### config.mk
export PLATFORM = sky130hd
export DESIGN_NAME = i2c_cfg_sequencer
export DESIGN_NICKNAME = d
export VERILOG_FILES = /design/src/rtl/i2c_seq_pkg.sv /design/src/rtl/i2c_seq_timer.sv /design/src/rtl/i2c_cfg_sequencer.sv
export SDC_FILE = /design/constraint.sdc
export NUM_CORES = 1
export LEC_CHECK = 0
export ABC_CLOCK_PERIOD_IN_PS = 3700
export CAP_MARGIN = 20
export CELL_PAD_IN_SITES_DETAIL_PLACEMENT = 0
export CELL_PAD_IN_SITES_GLOBAL_PLACEMENT = 1
export CORE_ASPECT_RATIO = 1.1
export CORE_MARGIN = 2
export CORE_UTILIZATION = 25
export CTS_BUF_LIST = sky130_fd_sc_hd__clkbuf_8 sky130_fd_sc_hd__clkbuf_16
export CTS_CLUSTER_SIZE = 30
export DETAILED_ROUTE_END_ITERATION = 10
export PLACE_DENSITY = 0.58
export SETUP_SLACK_MARGIN = 0.5
export SLEW_MARGIN = 15
export SYNTH_ARGS = -nofsm -noshare
export SYNTH_HDL_FRONTEND = slang
export SYNTH_SLANG_ARGS = --single-unit
### constraint.sdc
create_clock -name clk -period 3.7 [get_ports clk]
set_input_delay 0.925 -clock clk [delete_from_list [all_inputs] [get_ports clk]]
set_output_delay 0.925 -clock clk [all_outputs]
set_load 0.1 [all_outputs]
### src/rtl/i2c_seq_pkg.sv
// Shared definitions for the I2C boot-configuration sequencer.
// Optional feature macro: I2C_SEQ_DELAY_EN (delay entries, dev addr 7'h7F).
package i2c_seq_pkg;

  typedef enum logic [2:0] {
    S_IDLE,
    S_FETCH,
    S_LATCH,
    S_ISSUE,
    S_GAP,
    S_FINISH,
    S_ERROR
`ifdef I2C_SEQ_DELAY_EN
    ,S_DELAY
`endif
  } state_t;

  // ROM word layout: [23]=END, [22:16]=dev, [15:8]=reg, [7:0]=data
  localparam int END_BIT = 23;
  localparam int DEV_HI  = 22;
  localparam int DEV_LO  = 16;
  localparam int REG_HI  = 15;
  localparam int REG_LO  = 8;
  localparam int DAT_HI  = 7;
  localparam int DAT_LO  = 0;

  localparam logic [6:0] DELAY_DEV_ADDR = 7'h7F;

  // Timer must hold the 20-bit timeout, or {reg,data}*1024 when delays exist.
`ifdef I2C_SEQ_DELAY_EN
  localparam int TMR_W = 26;
`else
  localparam int TMR_W = 20;
`endif

endpackage

### src/rtl/i2c_seq_timer.sv
// Loadable down-counter shared by the gap, timeout and delay phases.
// Loaded with N-1 on state entry, expire is high in the Nth cycle.
module i2c_seq_timer #(
  parameter int W = 20
) (
  input  logic         clk,
  input  logic         rst_n,
  input  logic         load,
  input  logic [W-1:0] load_val,
  output logic         expire
);

  logic [W-1:0] cnt;

  // Count down to zero and park there until reloaded.
  always_ff @(posedge clk or negedge rst_n) begin
    if (!rst_n)          cnt <= '0;
    else if (load)       cnt <= load_val;
    else if (cnt != '0)  cnt <= cnt - W'(1);
  end

  assign expire = (cnt == '0);

endmodule

### src/rtl/i2c_cfg_sequencer.sv
// Boot-time table walker: issues each ROM entry as one I2C write, with
// bus-idle gaps, hung-transaction timeout, bounded retry and error report.
// Optional feature macro: I2C_SEQ_DELAY_EN (dev 7'h7F entries become waits).
module i2c_cfg_sequencer
  import i2c_seq_pkg::*;
#(
  parameter int          ROM_AW         = 6,
  parameter logic [15:0] GAP_CYCLES     = 16'd500,
  parameter logic [19:0] TIMEOUT_CYCLES = 20'd50000,
  parameter int          MAX_RETRY      = 3
) (
  input  logic              clk,
  input  logic              rst_n,
  input  logic              i_start,
  output logic [ROM_AW-1:0] o_rom_addr,
  input  logic [23:0]       i_rom_data,
  output logic              o_i2c_en,
  output logic [6:0]        o_device_addr,
  output logic [7:0]        o_data_addr,
  output logic [7:0]        o_write_data,
  input  logic              i_done_flag,
  output logic              o_busy,
  output logic              o_done,
  output logic              o_err,
  output logic [ROM_AW-1:0] o_err_idx
);

  localparam int RW = (MAX_RETRY > 0) ? $clog2(MAX_RETRY + 1) : 1;

  state_t             state, state_n;
  logic [ROM_AW-1:0]  idx;
  logic [RW-1:0]      retry;
  logic               wrap;      // last increment of idx rolled past the top entry
  logic               last_try;
  logic               tmr_load;
  logic [TMR_W-1:0]   tmr_val;
  logic               tmr_exp;
  logic               rom_end;

  assign rom_end  = i_rom_data[END_BIT];
  assign last_try = (retry == RW'(MAX_RETRY));

`ifdef I2C_SEQ_DELAY_EN
  logic             is_delay;
  logic [TMR_W-1:0] delay_len;
  assign is_delay  = (i_rom_data[DEV_HI:DEV_LO] == DELAY_DEV_ADDR);
  assign delay_len = {i_rom_data[REG_HI:DAT_LO], 10'd0};
`endif

  i2c_seq_timer #(.W(TMR_W)) u_timer (
    .clk      (clk),
    .rst_n    (rst_n),
    .load     (tmr_load),
    .load_val (tmr_val),
    .expire   (tmr_exp)
  );

  // State register.
  always_ff @(posedge clk or negedge rst_n) begin
    if (!rst_n) state <= S_IDLE;
    else        state <= state_n;
  end

  // Next-state logic and timer reload on entry to timed states.
  always_comb begin
    state_n  = state;
    tmr_load = 1'b0;
    tmr_val  = '0;
    case (state)
      S_IDLE:  if (i_start) state_n = S_FETCH;
      S_FETCH: state_n = S_LATCH;
      S_LATCH: begin
        if (rom_end) state_n = S_FINISH;
`ifdef I2C_SEQ_DELAY_EN
        else if (is_delay) begin
          state_n  = S_DELAY;
          tmr_load = 1'b1;
          tmr_val  = (delay_len == '0) ? '0 : delay_len - TMR_W'(1);
        end
`endif
        else begin
          state_n  = S_ISSUE;
          tmr_load = 1'b1;
          tmr_val  = TMR_W'(TIMEOUT_CYCLES) - TMR_W'(1);
        end
      end
      S_ISSUE: begin
        // done has priority over a simultaneous timeout
        if (i_done_flag || (tmr_exp && !last_try)) begin
          state_n  = S_GAP;
          tmr_load = 1'b1;
          tmr_val  = TMR_W'(GAP_CYCLES) - TMR_W'(1);
        end else if (tmr_exp) begin
          state_n = S_ERROR;
        end
      end
      S_GAP:   if (tmr_exp) state_n = wrap ? S_FINISH : S_FETCH;
`ifdef I2C_SEQ_DELAY_EN
      S_DELAY: if (tmr_exp) state_n = (&idx) ? S_FINISH : S_FETCH;
`endif
      S_FINISH: state_n = S_IDLE;
      S_ERROR:  state_n = S_IDLE;
      default:  state_n = S_IDLE;
    endcase
  end

  // Entry index, retry count, error status and registered master outputs.
  always_ff @(posedge clk or negedge rst_n) begin
    if (!rst_n) begin
      idx           <= '0;
      retry         <= '0;
      wrap          <= 1'b0;
      o_err         <= 1'b0;
      o_err_idx     <= '0;
      o_i2c_en      <= 1'b0;
      o_device_addr <= '0;
      o_data_addr   <= '0;
      o_write_data  <= '0;
    end else begin
      o_i2c_en <= (state_n == S_ISSUE);
      case (state)
        S_IDLE: if (i_start) begin
          idx   <= '0;
          retry <= '0;
          wrap  <= 1'b0;
          o_err <= 1'b0;
        end
        S_LATCH: if (state_n == S_ISSUE) begin
          o_device_addr <= i_rom_data[DEV_HI:DEV_LO];
          o_data_addr   <= i_rom_data[REG_HI:REG_LO];
          o_write_data  <= i_rom_data[DAT_HI:DAT_LO];
        end
        S_ISSUE: begin
          if (i_done_flag) begin
            idx   <= idx + ROM_AW'(1);
            retry <= '0;
            wrap  <= &idx;
          end else if (tmr_exp) begin
            if (!last_try) begin
              retry <= retry + RW'(1);
            end else begin
              o_err     <= 1'b1;
              o_err_idx <= idx;
            end
          end
        end
`ifdef I2C_SEQ_DELAY_EN
        S_DELAY: if (tmr_exp) idx <= idx + ROM_AW'(1);
`endif
        default: ;
      endcase
    end
  end

  assign o_rom_addr = idx;
  assign o_busy     = !(state inside {S_IDLE, S_FINISH, S_ERROR});
  assign o_done     = (state == S_FINISH);

endmodule
==> out/metrics.yaml <==
outcome:
  status: "finished, final reports clean"
clock_network:
  cts_root_buf: "clkbuf_16"
  clock-sinks: 63
  cts_buffers: 9
  cts_resized: 0
  clk_pin_slew_worst_paths_ns: 0.05
  cts_tree: "done"
  ctsHoldBuffers: 0
  htree_levels: 3
  cts_max_path_buffers: 2
  cts_setup_buffers: 0
  clk_latency_ns: 0.32
cells_and_area:
  final_nets: 408
  diodes: 0
  fin_util_pct: 35.7
  syn2layout_area_growth_pct: 39.2
  drive_gt1_share_pct: 12.1
  final_cell_mix: "nand2_1, dfrtp_1, clkdlybuf4s50_1, nor2_1, buf_4"
  final_common_cell: "nand2_1"
  design_area_mm2: 0.00408
  nFillCells: 1169
worst_setup_path:
  cp_cell_sequence: "or4_4 -> or3_1 -> nor2_2 -> and3_1 -> mux2_2"
  arrival_ns: 2.98
  slowest_delay_ns: 0.57
  rr_startpoint: "u_timer.cnt[8]"
  crit_slowest_cell: "or4_4"
  critPathRequiredTime_ns: 3.91
  cp-start-kind: "flip-flop"
  cp_top_family: "simple AND/OR/NAND/NOR gates"
  cp.buffers_inverters: 0
  path_max_fanout: 7
  end_kind: "flip-flop"
  worstSetupPathType: "reg2reg"
  critPathLaunch: "u_timer.cnt[8]"
synthesis:
  ys_top_cells_by_area: "dfrtp_1, nand2_1, xnor2_1"
  async_flop_share_pct: 100
  synth_edf_count: 0
  yosysTopAreaCell: "dfrtp_1"
  syn_inst: 309
  synth_ff_type: "dfrtp_1"
  ys_ff_latch: 63
  synth_seq_area_share_pct: 53.8
  synth_top_area_share_pct: 53.8
  yosysUniqueCellTypes: 46
  yosysWarnings: 0
  syn_area_per_cell_um2: 9.48
  synth_nets: 340
  syn-cell-area_mm2: 0.00293
power_and_ir_drop:
  p_clk_share_pct: 25.3
  switching_share_pct: 47.3
  peakVddDrop_v: 0.000499
  p_per_area_mw_per_mm2: 948
  p_sw_w: 0.00183
  power.share.combinational_pct: 47.0
  seq_power_share_pct: 27.7
  leakage_nw: 1.83
  power.internal_w: 0.00204
grt:
  grt_max_degree: 39
  grt_pass1_vias: 2436
  overflow: 0
  grt_usage_pct: 12.5
  grt_pass1_wl_um: 12500
  antenna_found_initial: 0
sta:
  final.period_utilization_pct: 74.9
  max_freq_mhz: 361
  slew_violations: 0
  finalWorstSetupSlack_ns: 0.927
  relSlewSlack_pct: 32.8
  worst_slew_pin_slew_ns: 1.01
  min_period_ns: 2.77
  finalClockSkew_ns: 0.00780
  rsz0062_at_grt: "false"
  setup_viol_count_final: 0
  tns_ns: 0
  hold_viol: 0
place:
  dp_slack_ns: 0.711
  portBuffers: 66
  place_congestion: 0.754
  dp_hpwl_um: 5080
  placed_cell_area_mm2: 0.00373
route:
  ant_nets: 0
  wl_um: 7380
  vias_per_cell: 4.51
  routedWlPerCell_um: 13.9
  first_iter_violations: 143
  drc: 0
  vias: 2395
  dr.pass1.iters: 4
die:
  die_h_um: 118
  io_pins: 67
  die_w_um: 107
  initial_core_util_pct: 25.6
  design.core.area_mm2: 0.0114
  die-area_mm2: 0.0126
  rows: 41
worst_hold_path:
  hold_class: "reg2reg"
  hold_start: "o_device_addr[3]"
flow_run:
  cap_viol_max_count: 0
-- tightest hold or removal path: stages, from the launching register on --
cell and delay [ns]:
dfrtp_1 0.34, nand2_1 0.05, nand2_1 0.05
-- routing by layer --
metal,part of all wire [%],GRT usage (%),wire length (um),vias up
met5,0,0,0,-
met4,1.1,4.55,80,0
met3,3.2,2.82,238,6
met2,49,20.3,3640,40
met1,46,16.2,3420,1176
li1,-,-,-,1173
-- flip-flops by register name (all words and copies together), names as in the netlist --
| register | count |
|---|---|
| o_err | 1 |
| o_data_addr | 8 |
| o_rom_addr | 6 |
| o_err_idx | 6 |
| o_write_data | 8 |
| o_device_addr | 7 |
| state | 3 |
| o_i2c_en | 1 |
| retry | 2 |
| u_timer.cnt | 20 |
| wrap | 1 |
-- area by class of cell --
cell class                 count  area, um2  share of cell area [%]
clock buffer                  11        253                    6.19
clock inverter                 4       93.8                    2.30
inverter                       9       33.8                   0.828
multi-input combinational    221       1250                    30.6
sequential                    63       1580                    38.6
tap                          150        188                    4.60
timing repair buffer          73        686                    16.8
-- cell families (layout without fill, tap and decap cells) --
logic type      after synthesis  count (layout)  synth area share [%]
buf+inv                      25              97                  3.54
simple gates                153             153                  23.5
flops                        63              63                  53.8
compound gates               37              37                  8.75
mux                           9               9                  3.42
fa+ha+maj                     3               3                  1.28
xor+xnor                     19              19                  5.68
-- power by group through the flow --
stage	registers (W)	clock network, W	logic [W]
floorplan	0.00193	0	0.000535
global placement	0.00108	0	0.00184
CTS	0.00107	0.00101	0.00184
detailed placement	0.00108	0	0.00183
finish	0.00107	0.000978	0.00182
global route	0.00111	0.00104	0.00192
-- metrics by stage --
step / power (W) / std cells / hold WS, ns
2_1_floorplan: 0.00247 / 309 / 0.469
3_3_place_gp: 0.00291 / 516 / 0.458
3_5_place_dp: 0.00291 / 516 / 0.462
4_1_cts: 0.00392 / 531 / 0.475
5_1_grt: 0.00407 / 531 / 0.495
6_report: 0.00387 / 531 / 0.469
-- Yosys cell counts (5+ instances only) --
cell	instances
dfrtp_1	63
or3_1	5
a21oi_1	6
clkbuf_1	13
o21ai_0	9
xor2_1	7
xnor2_1	12
mux2_2	8
inv_1	9
nor2_1	26
nand2_1	84
nand3_1	8
nor3_1	9
-- worst paths after layout --
kind / end / slack, ns / cells past startpoint
worst min register to register: o_device_addr[3] / 0.47 / 2
worst max-delay path: o_err_idx[3] / 0.93 / 5
worst min-delay path: o_device_addr[3] / 0.47 / 2
max in group asynchronous: o_rom_addr[0] / 2.24 / 2
worst max register to register: o_err_idx[3] / 0.93 / 5
min in group asynchronous: state[0] / 0.71 / 1
Power figures use the tool's default switching activity.
